[src/rtl/rr_grant_scheduler.sv]
// Round-robin scheduler: registered one-hot grant for a single shared resource,
// released by done, requester withdrawal, or a hold-limit timeout.
module rr_grant_scheduler #(
  parameter int unsigned WIDTH    = 4,
  parameter int unsigned MAX_HOLD = 8,
  localparam int unsigned IDW     = (WIDTH > 1) ? $clog2(WIDTH) : 1
) (
  input  logic             clk,
  input  logic             rst,
  input  logic [WIDTH-1:0] req,
  input  logic             done,
  output logic [WIDTH-1:0] grant,
  output logic [IDW-1:0]   grant_id,
  output logic             busy,
  output logic             timeout
);

  localparam int unsigned    HCW       = (MAX_HOLD > 1) ? $clog2(MAX_HOLD) : 1;
  localparam logic [HCW-1:0] HOLD_LAST = HCW'(MAX_HOLD - 1);

  typedef enum logic {
    IDLE  = 1'b0,
    OWNED = 1'b1
  } state_t;

  state_t           state_q, state_d;
  logic [HCW-1:0]   hold_cnt, hold_d;
  logic [IDW-1:0]   last_ptr, last_d;
  logic [WIDTH-1:0] grant_d;
  logic [IDW-1:0]   grant_id_d;
  logic             busy_d;
  logic             timeout_d;

  logic [WIDTH-1:0] masked_c;
  logic [IDW-1:0]   win_m, win_r, win_id;
  logic             hold_limit;
  logic             release_c;
  logic             take_c;

  // Find-first-one above last_ptr, falling back to find-first-one of all requests.
  always_comb begin
    masked_c = '0;
    win_m    = '0;
    win_r    = '0;
    for (int i = 0; i < WIDTH; i++) begin
      masked_c[i] = req[i] && (IDW'(i) > last_ptr);
    end
    for (int i = WIDTH - 1; i >= 0; i--) begin
      if (masked_c[i]) win_m = IDW'(i);
      if (req[i])      win_r = IDW'(i);
    end
    win_id = (|masked_c) ? win_m : win_r;
  end

  always_comb begin
    state_d    = state_q;
    grant_d    = grant;
    grant_id_d = grant_id;
    busy_d     = busy;
    timeout_d  = 1'b0;
    hold_d     = hold_cnt;
    last_d     = last_ptr;
    take_c     = 1'b0;
    hold_limit = (hold_cnt == HOLD_LAST);
    release_c  = done || ((req & grant) == '0) || hold_limit;

    unique case (state_q)
      IDLE: begin
        take_c = |req;
      end
      OWNED: begin
        if (release_c) begin
          // done wins over a coincident hold limit, so no timeout is flagged then
          timeout_d = hold_limit && !done;
          take_c    = |req;
          if (!(|req)) begin
            state_d    = IDLE;
            grant_d    = '0;
            grant_id_d = '0;
            busy_d     = 1'b0;
            hold_d     = '0;
          end
        end else begin
          hold_d = hold_cnt + HCW'(1);
        end
      end
      default: state_d = IDLE;
    endcase

    if (take_c) begin
      state_d    = OWNED;
      grant_d    = WIDTH'(1) << win_id;
      grant_id_d = win_id;
      busy_d     = 1'b1;
      hold_d     = '0;
      last_d     = win_id;
    end
  end

  always_ff @(posedge clk) begin
    if (rst) begin
      state_q  <= IDLE;
      grant    <= '0;
      grant_id <= '0;
      busy     <= 1'b0;
      timeout  <= 1'b0;
      hold_cnt <= '0;
      last_ptr <= IDW'(WIDTH - 1);
    end else begin
      state_q  <= state_d;
      grant    <= grant_d;
      grant_id <= grant_id_d;
      busy     <= busy_d;
      timeout  <= timeout_d;
      hold_cnt <= hold_d;
      last_ptr <= last_d;
    end
  end

endmodule

[config.mk]
export PLATFORM = sky130hd
export DESIGN_NAME = rr_grant_scheduler
export DESIGN_NICKNAME = d
export VERILOG_FILES = /design/src/rtl/rr_grant_scheduler.sv
export SDC_FILE = /design/constraint.sdc
export NUM_CORES = 1
export LEC_CHECK = 0
export CAP_MARGIN = 25
export CORE_MARGIN = 8
export CORE_UTILIZATION = 45
export DETAILED_ROUTE_END_ITERATION = 10
export PLACE_DENSITY = 0.73
export RECOVER_POWER = 100
export SLEW_MARGIN = 5
export SYNTH_ARGS = -nofsm -noshare
export SYNTH_HDL_FRONTEND = slang
export SYNTH_SLANG_ARGS = --single-unit
[constraint.sdc]
create_clock -name clk -period 2.2 [get_ports clk]
set_input_delay 0.44 -clock clk [delete_from_list [all_inputs] [get_ports clk]]
set_output_delay 0.44 -clock clk [all_outputs]
set_load 0.01 [all_outputs]
== Word-level counts from Yosys, hierarchy flattened ==
Index checks and enable logic that the tools add are counted.
Widths: inputs -> output; s select.

* Word-level logic and storage cells: 65
* Output and inout bits: 8
* Bits of input ports: 7
* Bits in registers: 14

* Shift operators: 1
* Bitwise operators: 3
* $add $sub $neg: 1
* Reductions and logical operators: 17
* $lt $le $gt $ge: 4
* Equality and inequality tests: 3
* Multiplexer cells: 29

{| class="wikitable"
|+ Operators with widths
! kind !! count
|-
| $mux 2 || 13
|-
| $mux 4 || 4
|-
| $mux 1 || 9
|-
| $reduce_or 4->1 || 2
|-
| $mux 3 || 2
|-
| $logic_and 1x1->1 || 5
|-
| $and 4x4->4 || 1
|-
| $gt 1x2->1 const A || 2
|-
| $gt 2x2->1 const A || 2
|-
| $logic_not 4->1 || 1
|-
| $ne 2x2->1 const B || 2
|-
| $reduce_bool 2->1 || 2
|-
| $shl 1x2->4 const A || 1
|-
| $add 3x1->3 const B || 1
|-
| $eq 3x3->1 const B || 1
|-
| $reduce_and 3->1 || 1
|-
| $reduce_or 3->1 || 1
|-
| $logic_or 1x1->1 || 2
|-
| $not 1->1 || 2
|-
| $pmux 1 s2 || 1
|-
| $reduce_and 2->1 || 1
|-
| $reduce_or 2->1 || 1
|-
| $logic_not 1->1 || 1
|}

== Depth between registers and ports, before layout ==
* Depth after elaboration: 9
* Depth in mapped cells: 6
* Mapped depth without buffers: 6

== Least setup slack after synthesis ==
No wires, ideal clock.

* Path kind: register -> register
* Start point: register hold_cnt[0]
* End point: register last_ptr[1]
* Clock period less this slack: 1594 ps
* Stages on the path, launching flop included: 6
* Data arrival time: 1474 ps
* Data required time: 2080 ps
* Setup slack: 606 ps
* Cells stage by stage: dfxtp_1 > ha_1 > ha_1 > a2111oi_4 > nor2_1 > a211o_1

* Word-level cells in the longest chain between the ends: 4

{| class="wikitable"
|+ RTL lines
! what !! line !! text
|-
| from (decl) || 27 || <nowiki>logic [HCW-1:0] hold_cnt, hold_d;</nowiki>
|-
| from (signal assigned) || 115 || <nowiki>hold_cnt <= hold_d;</nowiki>
|-
| $eq 3x3->1 || 64 || <nowiki>hold_limit = (hold_cnt == HOLD_LAST);</nowiki>
|-
| $logic_or 1x1->1 || 65 || <nowiki>release_c = done || ((req & grant) == '0) || hold_limit;</nowiki>
|-
| $mux 1 || 72 || <nowiki>if (release_c) begin</nowiki>
|-
| $pmux 1 s2 || 67 || <nowiki>unique case (state_q)</nowiki>
|-
| to (signal assigned) || 108 || <nowiki>last_ptr <= IDW'(WIDTH - 1);</nowiki>
|-
| to (signal assigned) || 116 || <nowiki>last_ptr <= last_d;</nowiki>
|-
| to (decl) || 28 || <nowiki>logic [IDW-1:0] last_ptr, last_d;</nowiki>
|}

Every way passes these cells.
A chain may end at the register's enable or synchronous reset.

== Final worst setup path ==
* Start point: input req[3]
* End point: register grant[0]

* Word-level cells in the longest chain between the ends: 8

{| class="wikitable"
|+ RTL lines
! what !! line !! text
|-
| from (decl) || 10 || <nowiki>input logic [WIDTH-1:0] req,</nowiki>
|-
| $and 4x4->4 / $logic_and 1x1->1 (equally long branches) || 65, 46 ||
|-
| $logic_not 4->1 / $mux 2 (equally long branches) || 65, 49 ||
|-
| $logic_or 1x1->1 / $mux 2 (equally long branches) (2 in a row) || 65, 49 ||
|-
| $mux 1 / $mux 2 (equally long branches) || 72, 49 ||
|-
| $pmux 1 s2 / $mux 2 (equally long branches) || 67, 52 ||
|-
| $ne 2x2->1 (no source line), or another cell as far along || - ||
|-
| $reduce_and 3->1 (no source line) / $mux 4 (equally long branches) || - ||
|-
| to (signal assigned) || 111 || <nowiki>grant <= grant_d;</nowiki>
|-
| to (decl) || 12 || <nowiki>output logic [WIDTH-1:0] grant,</nowiki>
|}

Several ways; a longest one is shown, not always the timed one.

==> flow_summary_export.csv <==
group,metric,value,unit
clock_tree,cts_tree,"built",
placed_design,dp.final_hpwl,1200,µm
power_and_ir_drop,report.power.total,569,µW
sta,min_period,1.95,ns
status,status,"finished, final reports clean",
logic_synthesis,async_flop_share,0,%
logic_synthesis,synth_area_leader_cell,"dfxtp_1",
critical_path,critPathKind,"in2reg",
sta,grt_setup_unrepaired,"false",
cells_and_area,drive_gt1_share,18.2,%
critical_path,r2r-end,"grant[0]$_SDFFE_PP0P_",
logic_synthesis,synthTopCellsByCount,"14 x dfxtp_1, 8 x nor2_1, 7 x nand2_1",
cells_and_area,area_delta_synth_final,30.2,%
placed_design,place_congestion,0.822,
critical_path,crit_end,"grant[0]$_SDFFE_PP0P_",
clock_tree,path_clk_slew,0.09,ns
die,start_util,46.1,%
cells_and_area,antenna_cells,0,
logic_synthesis,netlist_area,662,µm²
logic_synthesis,ys_warn_count,0,
die,die-area,2950,µm²
sta,setup_violations,0,
clock_tree,ctsResizeCount,0,
logic_synthesis,yosysMostFrequentCell,"dfxtp_1",
logic_synthesis,syn_avg_cell_area,9.73,µm²
logic_synthesis,synthTopCellsByArea,"dfxtp_1 42%, a22oi_1 4.5%, nor2_1 4.5%",
grt,grt_pass1_wl,2520,µm
clock_tree,insertion_delay,0.29,ns
worst_hold_path,hold_class,"reg2reg",
power_and_ir_drop,power.leakage,0.000358,µW
grt,grt_max_degree,18,
sta,finalClockSkew,0.0106,ns
die,io-pin-count,15,
logic_synthesis,synth_edf_count,0,
clock_tree,clock_sinks,14,
sta,max_freq,514,MHz
logic_synthesis,synth_ff_type,"dfxtp_1",
logic_synthesis,syn_nets,77,
power_and_ir_drop,irDropWorstVdd,0.385,mV
sta,hold_viol,0,
critical_path,cp.arrival,2.10,ns
logic_synthesis,synth-seq-cells,14,
drt,drc,0,
sta,fin_crit_sh,88.5,%
cells_and_area,fin_nets,99,
clock_tree,postCtsHoldBufs,0,
cells_and_area,nFillCells,132,
critical_path,path_max_fanout,7,
critical_path,reg2reg_slack,0.44,ns
clock_tree,numCtsBuffers,3,
placed_design,port_buffers,14,
die,row_count,14,
logic_synthesis,yosysSeqAreaShare,42.3,%
clock_tree,cts_root_buffer,"clkbuf_4",
logic_synthesis,syn-instance-count,68,
drt,vias,564,
die,coreArea,1440,µm²
critical_path,critPathLaunch,"req[3]",
critical_path,r2r-start,"hold_cnt[0]$_SDFFE_PP0P_",
critical_path,cp-start-kind,"input port",
logic_synthesis,synth_top_area_share,42.3,%
drt,drt_first_iter_violations,12,
grt,antenna_found_initial,0,
die,die_w,54.4,µm
clock_tree,h-tree-depth,1,
drt,drt-total-wl,1530,µm
sta,slew_headroom,65.7,%
logic_synthesis,ys_types,26,
drt,antenna_left,0,
grt,grt_pass1_vias,560,
drt,wl_per_cell,14.7,µm
die,fp.dieH,54.4,µm
clock_tree,post_cts_buffers,0,
grt,grt_use_total,12.1,%
critical_path,cp-end-kind,"flop",
drt,routed_via_density,5.42,
sta,worst_pin_slew,0.513,ns
drt,drtPass1Iterations,4,
sta,maxSlewViolCount,0,
clock_tree,clk_path_buf_depth,2,
sta,hold_ws,0.454,ns
grt,grt_overflow,0,
critical_path,cp.required,2.36,ns
power_and_ir_drop,powerDensity,660,nW/µm²
critical_path,rr_worst_depth,6,
flow_run,max_cap_viol_count,0,
through the flow:
| step | worst slack, ns | area [µm²] | util [%] | std cells | TNS (ns) |
|---|---|---|---|---|---|
| floorplan | 0.606 | 662 | - | 68 | 0 |
| global placement | 0.0238 | 852 | 59.3 | 101 | 0 |
| CTS | 0.264 | 875 | 60.9 | 104 | 0 |
| finish | 0.254 | 862 | 60.0 | 104 | 0 |
| global route | 0.0866 | 862 | 60.0 | 104 | 0 |
| detailed placement | -0.0158 | 852 | 59.3 | 101 | -0.0414 |
flip-flops by register name (all words and copies together) (netlist names):
signal,cells
last_ptr,2
grant_id,2
busy,1
timeout,1
grant,4
state_q,1
hold_cnt,3
cells by family (layout without fill, tap and decap cells):
| logic type | Yosys count | count (layout) | synth area share, % |
|---|---|---|---|
| compound gates | 18 | 18 | 24.6 |
| fa+ha+maj | 2 | 2 | 3.78 |
| buf+inv | 3 | 23 | 1.70 |
| flops | 14 | 14 | 42.3 |
| mux | 2 | 2 | 3.02 |
| simple gates | 29 | 29 | 24.6 |
worst min path at each step:
stage,endpoint,cells past startpoint,slack (ns),start
floorplan,hold_cnt[1]$_SDFFE_PP0P_,2,0.47,hold_cnt[1]$_SDFFE_PP0P_
global route,busy$_SDFFE_PP0P_,2,0.49,busy$_SDFFE_PP0P_
detailed placement,grant_id[0]$_SDFFE_PP0P_,2,0.45,grant_id[0]$_SDFFE_PP0P_
CTS,grant_id[0]$_SDFFE_PP0P_,2,0.46,grant_id[0]$_SDFFE_PP0P_
global placement,grant_id[0]$_SDFFE_PP0P_,2,0.44,grant_id[0]$_SDFFE_PP0P_
finish,grant_id[0]$_SDFFE_PP0P_,2,0.45,grant_id[0]$_SDFFE_PP0P_
cell usage in the layout, fill, tap and decap left out, types with 3 or more instances in the layout:
cell             instances
buf_4                    5
clkbuf_4                 3
dfxtp_1                 14
a21oi_1                  5
nand2b_1                 4
nor2_1                   8
o32ai_1                  3
a22oi_1                  5
clkdlybuf4s50_1          5
nand2_1                  7
dlygate4sd3_1            9
per-layer routing:
| metal | routed length (µm) | share of wire, % | GRT usage [%] | up-vias |
|---|---|---|---|---|
| li1 | - | - | - | 293 |
| met1 | 662 | 43 | 12.4 | 256 |
| met2 | 741 | 48 | 20.8 | 11 |
| met3 | 80 | 5.2 | 3.80 | 4 |
| met4 | 43 | 2.8 | 7.38 | 0 |
| met5 | 0 | 0 | 0 | - |
final cells by class:
cell class | count | area [µm²] | share of cell area [%]
well taps | 16 | 20.0 | 2.32
inverters | 1 | 3.75 | 0.435
repair buffers | 19 | 178 | 20.6
clock buffers | 3 | 22.5 | 2.61
flip-flops and latches | 14 | 280 | 32.5
multi-input cells | 51 | 358 | 41.5
power breakdown:
part | internal, µW | total [µW] | switching (µW)
clock | 63.6 | 146 | 82.4
sequential | 274 | 290 | 16.2
combinational | 69.5 | 133 | 63.6
worst max-delay path: stages:
cell	delay [ns]
clkdlybuf4s50_1	0.55
a22oi_1	0.15
a2111oi_4	0.54
or2_4	0.22
nand2b_1	0.13
o32ai_1	0.08
Note: power is estimated with default switching activity, not from simulation.
